`src/rtl/toggle_pulse_gen_pkg.sv`:
```
// Shared encodings for the button-to-toggle front end.
// FSM state values and edge-select codes live here so top and bench agree.
// cnt_width gives the qualify counter width for a given debounce length.
package toggle_pulse_gen_pkg;

  typedef enum logic [1:0] {
    S_LOW  = 2'd0,
    S_RISE = 2'd1,
    S_HIGH = 2'd2,
    S_FALL = 2'd3
  } state_t;

  localparam int EDGE_RISE = 0;
  localparam int EDGE_FALL = 1;
  localparam int EDGE_BOTH = 2;

  // Counter must hold 0..cycles-1, never narrower than one bit.
  function automatic int cnt_width(input int cycles);
    return (cycles > 1) ? $clog2(cycles) : 1;
  endfunction

endpackage

```
`src/rtl/toggle_pulse_gen_sync_chain.sv`:
```
// Multi-flop synchronizer for the asynchronous button input.
// Latency: STAGES cycles from d to q.
// No flow control; samples every clock.
module sync_chain #(
  parameter int STAGES = 2
) (
  input  logic clk,
  input  logic rst,
  input  logic d,
  output logic q
);

  logic [STAGES-1:0] sr;

  // Shift the raw input through the chain; clears to 0 on reset.
  always_ff @(posedge clk) begin
    if (rst) begin
      sr <= '0;
    end else begin
      sr <= {sr[STAGES-2:0], d};
    end
  end

  assign q = sr[STAGES-1];

endmodule

```
`src/rtl/toggle_pulse_gen.sv`:
```
// Turns a bouncy push-button into a debounced level and a one-cycle toggle request.
// Latency: SYNC_STAGES+1+DEBOUNCE_CYCLES clocks from a stable input change to level/t_pulse.
// No backpressure; en only masks t_pulse, the FSM keeps tracking the input.
module toggle_pulse_gen
  import toggle_pulse_gen_pkg::*;
#(
  parameter int SYNC_STAGES     = 2,
  parameter int DEBOUNCE_CYCLES = 4,
  parameter int EDGE_SEL        = 0
) (
  input  logic clk,
  input  logic rst,
  input  logic btn_raw,
  input  logic en,
  output logic t_pulse,
  output logic level,
  output logic busy
);

  localparam int CW = cnt_width(DEBOUNCE_CYCLES);
  localparam logic [CW-1:0] CNT_LAST = CW'(DEBOUNCE_CYCLES - 1);
  localparam logic PULSE_ON_RISE = (EDGE_SEL != EDGE_FALL);
  localparam logic PULSE_ON_FALL = (EDGE_SEL != EDGE_RISE);

  // Reject illegal configurations while elaborating rather than building a broken block.
  if (SYNC_STAGES < 2) begin : g_bad_sync
    $error("toggle_pulse_gen: SYNC_STAGES must be >= 2");
  end
  if (DEBOUNCE_CYCLES < 1) begin : g_bad_deb
    $error("toggle_pulse_gen: DEBOUNCE_CYCLES must be >= 1");
  end
  if (EDGE_SEL < 0 || EDGE_SEL > 2) begin : g_bad_edge
    $error("toggle_pulse_gen: EDGE_SEL must be 0, 1 or 2");
  end

  logic          btn_s;
  state_t        state;
  logic [CW-1:0] cnt;

  sync_chain #(
    .STAGES (SYNC_STAGES)
  ) u_sync (
    .clk (clk),
    .rst (rst),
    .d   (btn_raw),
    .q   (btn_s)
  );

  // Debounce FSM: a level change is accepted only after DEBOUNCE_CYCLES
  // consecutive agreeing samples; any disagreement falls back to the stable state.
  always_ff @(posedge clk) begin
    if (rst) begin
      state   <= S_LOW;
      cnt     <= '0;
      t_pulse <= 1'b0;
      level   <= 1'b0;
      busy    <= 1'b0;
    end else begin
      t_pulse <= 1'b0;
      case (state)
        S_LOW: begin
          if (btn_s) begin
            state <= S_RISE;
            cnt   <= '0;
            busy  <= 1'b1;
          end else begin
            busy  <= 1'b0;
          end
        end
        S_RISE: begin
          if (!btn_s) begin
            state <= S_LOW;
            busy  <= 1'b0;
          end else if (cnt == CNT_LAST) begin
            state   <= S_HIGH;
            level   <= 1'b1;
            t_pulse <= en & PULSE_ON_RISE;
            busy    <= 1'b0;
          end else begin
            cnt  <= cnt + CW'(1);
            busy <= 1'b1;
          end
        end
        S_HIGH: begin
          if (!btn_s) begin
            state <= S_FALL;
            cnt   <= '0;
            busy  <= 1'b1;
          end else begin
            busy  <= 1'b0;
          end
        end
        S_FALL: begin
          if (btn_s) begin
            state <= S_HIGH;
            busy  <= 1'b0;
          end else if (cnt == CNT_LAST) begin
            state   <= S_LOW;
            level   <= 1'b0;
            t_pulse <= en & PULSE_ON_FALL;
            busy    <= 1'b0;
          end else begin
            cnt  <= cnt + CW'(1);
            busy <= 1'b1;
          end
        end
        default: begin
          state <= S_LOW;
          busy  <= 1'b0;
        end
      endcase
    end
  end

endmodule
```
`config.mk`:
```
export PLATFORM = sky130hd
export DESIGN_NAME = toggle_pulse_gen
export DESIGN_NICKNAME = d
export VERILOG_FILES = /design/src/rtl/toggle_pulse_gen_pkg.sv /design/src/rtl/toggle_pulse_gen_sync_chain.sv /design/src/rtl/toggle_pulse_gen.sv
export SDC_FILE = /design/constraint.sdc
export NUM_CORES = 1
export LEC_CHECK = 0
export CAP_MARGIN = 20
export CORE_AREA = 5 5 42 44
export CTS_BUF_LIST = sky130_fd_sc_hd__clkbuf_4
export DETAILED_ROUTE_END_ITERATION = 8
export DIE_AREA = 0 0 47 49
export REMOVE_ABC_BUFFERS = 1
export SLEW_MARGIN = 10
export SYNTH_ARGS = -nofsm -noshare
export SYNTH_HDL_FRONTEND = slang
export SYNTH_SLANG_ARGS = --single-unit
```
`constraint.sdc`:
```
create_clock -name clk -period 1.8 [get_ports clk]
set_input_delay 0.18 -clock clk [delete_from_list [all_inputs] [get_ports clk]]
set_output_delay 0.18 -clock clk [all_outputs]
set_load 0.005 [all_outputs]
```
==> results.toml <==
[outcome]
outcome = "finished, final reports clean"

[clock_network]
clkTransAtPathRegs_ns = 0.06
cts_tree = "done"
cts_buffers = 3
cts_resized = 0
cts_hold_buf = 0
cts_max_path_buffers = 2
clk-insertion-delay-late_ns = 0.26
htreeDepth = 1
cts_setup_buffers = 0
clock-sinks = 9
root_buffer = "clkbuf_4"

[logic_synthesis]
ys_async_sr_fraction = 0
yosysUniqueCellTypes = 16
yosysTopAreaCell = "dfxtp_1"
syn-cell-area_um2 = 324
synth-main-ff-cell = "dfxtp_1"
syn_inst = 32
ys_ff_latch = 9
avgSynthCellArea_um2 = 10.1
synth_edf_count = 0
synth.top_cell.area_share = 0.556
ys_warn_count = 0
synth_area_leaders = "dfxtp_1 (56%), a21oi_1 (6.2%), o21ai_0 (4.6%)"
synth-seq-area-share = 0.556

[finish]
layout_commonest_cell = "dfxtp_1"
drive_above_1_share = 0.122
n_fill_cell = 159
layout_common_cells = "dfxtp_1 (9), clkdlybuf4s50_1 (6), a21oi_1 (4)"
fin_cells = 57
syn_to_final_growth_pct = 32.0
utilization = 0.305
antenna_cells = 0
fin_nets = 47
design_area_um2 = 428

[critical_path]
start_kind = "flop"
cp_data_arrival_time_ns = 1.10
ff2ff_setup_slack_ns = 0.53
path_cells = "clkdlybuf4s50_1"
ff2ff_path_depth = 3
max_stage_delay_ns = 0.50
criticalPathCategory = "flop to primary output"
reg2reg_from = "cnt[0]$_SDFFE_PP0P_"
cp.required_ns = 1.62
critPathCaptureType = "primary output"
crit_path_top_delay_cell = "clkdlybuf4s50_1"
crit_family = "buffers and inverters"
cp.buffers_inverters = 1
r2r-end = "cnt[0]$_SDFFE_PP0P_"
crit_fanout = 3

[power]
ir_drop_mv = 0.298
p_comb_frac = 0.061
finalPower_mw = 0.384
p_sw_frac = 0.214
internal_power_mw = 0.302
seq_power_share = 0.541
p_switching_mw = 0.0822
p_leak_nw = 0.151
clock_power_share = 0.398
cellPowerDensity_nw_per_um2 = 898

[placement]
globalplace.congestion = 0.704
port_buffers = 6
place_hpwl_um = 388
dpl.cell_count = 53
place_area_um2 = 400
dp_slack_ns = 0.532

[grt]
grt_pass1_vias = 233
grt_max_degree = 10
grt_overflow = 0
track_usage = 0.0565
grt_first_pass_wirelength_um = 862
antenna_found_initial = 0

[sta]
whs_ns = 0.441
max_slew.worst_pin.slew_ns = 0.404
finalHoldViolCount = 0
fin_crit_sh = 0.710
fmax_mhz = 783
timing.final.ws_setup_ns = 0.523
finalSetupTns_ns = 0
finalSetupViolCount = 0
drv_slew = 0
min_period_ns = 1.28
finClkSkew_ns = 0.00988
rsz0062_at_grt = "false"
slew-limit-headroom = 0.729

[die]
die_width_um = 47
start_util = 0.231
die_y_um = 49
core_region_area_um2 = 1400
rows = 14
ios = 7
dieArea_um2 = 2300

[worst_hold_path]
hp-class = "flop to flop"
hp-start = "u_sync.sr[0]$_SDFF_PP0_"
holdPathEnd = "u_sync.sr[1]$_SDFF_PP0_"
whs_path_depth = 1

[detailed_routing]
via_count = 244
drt-total-wl_um = 517
dr.pass1.iters = 2
drtAntennaViolNets = 0
vias_per_cell = 4.28
first_iter_violations = 1
drc_errors = 0
routedWlPerCell_um = 9.07

[run]
maxCapViolCount = 0
layer usage:
| metal | global-route usage | vias up | part of all wire |
|---|---|---|---|
| met5 | 0 | - | 0 |
| met3 | 0.0332 | 0 | 0.093 |
| met2 | 0.0724 | 8 | 0.43 |
| li1 | - | 132 | - |
| met1 | 0.0599 | 104 | 0.47 |
| met4 | 0.0553 | 0 | 0 |
how the worst max path moves through the flow:
stage | to | cells after the start | slack (ns) | startpoint
2_1_floorplan | cnt[0]$_SDFFE_PP0P_ | 3 | 0.59 | cnt[0]$_SDFFE_PP0P_
3_3_place_gp | cnt[0]$_SDFFE_PP0P_ | 3 | 0.56 | flop
3_5_place_dp | cnt[0]$_SDFFE_PP0P_ | 3 | 0.53 | cnt[0]$_SDFFE_PP0P_
4_1_cts | level | 1 | 0.51 | level$_SDFFE_PP0P_
5_1_grt | cnt[0]$_SDFFE_PP0P_ | 3 | 0.43 | cnt[0]$_SDFFE_PP0P_
6_report | level | 1 | 0.52 | level$_SDFFE_PP0P_
power groups by stage:
stage / sequential (mW) / combinational, mW / clock [mW]
2_1_floorplan: 0.212 / 0.00843 / 0
4_1_cts: 0.208 / 0.0242 / 0.161
5_1_grt: 0.208 / 0.0258 / 0.175
3_5_place_dp: 0.212 / 0.0242 / 0
3_3_place_gp: 0.212 / 0.0240 / 0
6_report: 0.208 / 0.0236 / 0.153
area by class of cell:
cell class,instances,area (um^2),share of cell area
inverters,1,3.75,0.00877
clock inverters,1,5.00,0.0117
multi-input cells,21,136,0.319
flip-flops and latches,9,180,0.421
well taps,16,20.0,0.0468
clock buffers,3,22.5,0.0526
repair buffers,6,60.1,0.140
cells in the mapped netlist, types with 2 or more instances:
library cell and instances:
nor3_1 2, nand2_1 2, dfxtp_1 9, a21oi_1 4, nor2b_1 2, o21ai_0 3
kinds of logic after synthesis:
logic type / Yosys count / synth area share
simple gates: 11 / 0.220
xor+xnor: 1 / 0.0270
flops: 9 / 0.556
compound gates: 8 / 0.135
buf+inv: 2 / 0.0231
fa+ha+maj: 1 / 0.0386
(Power assumes the default switching activity.)
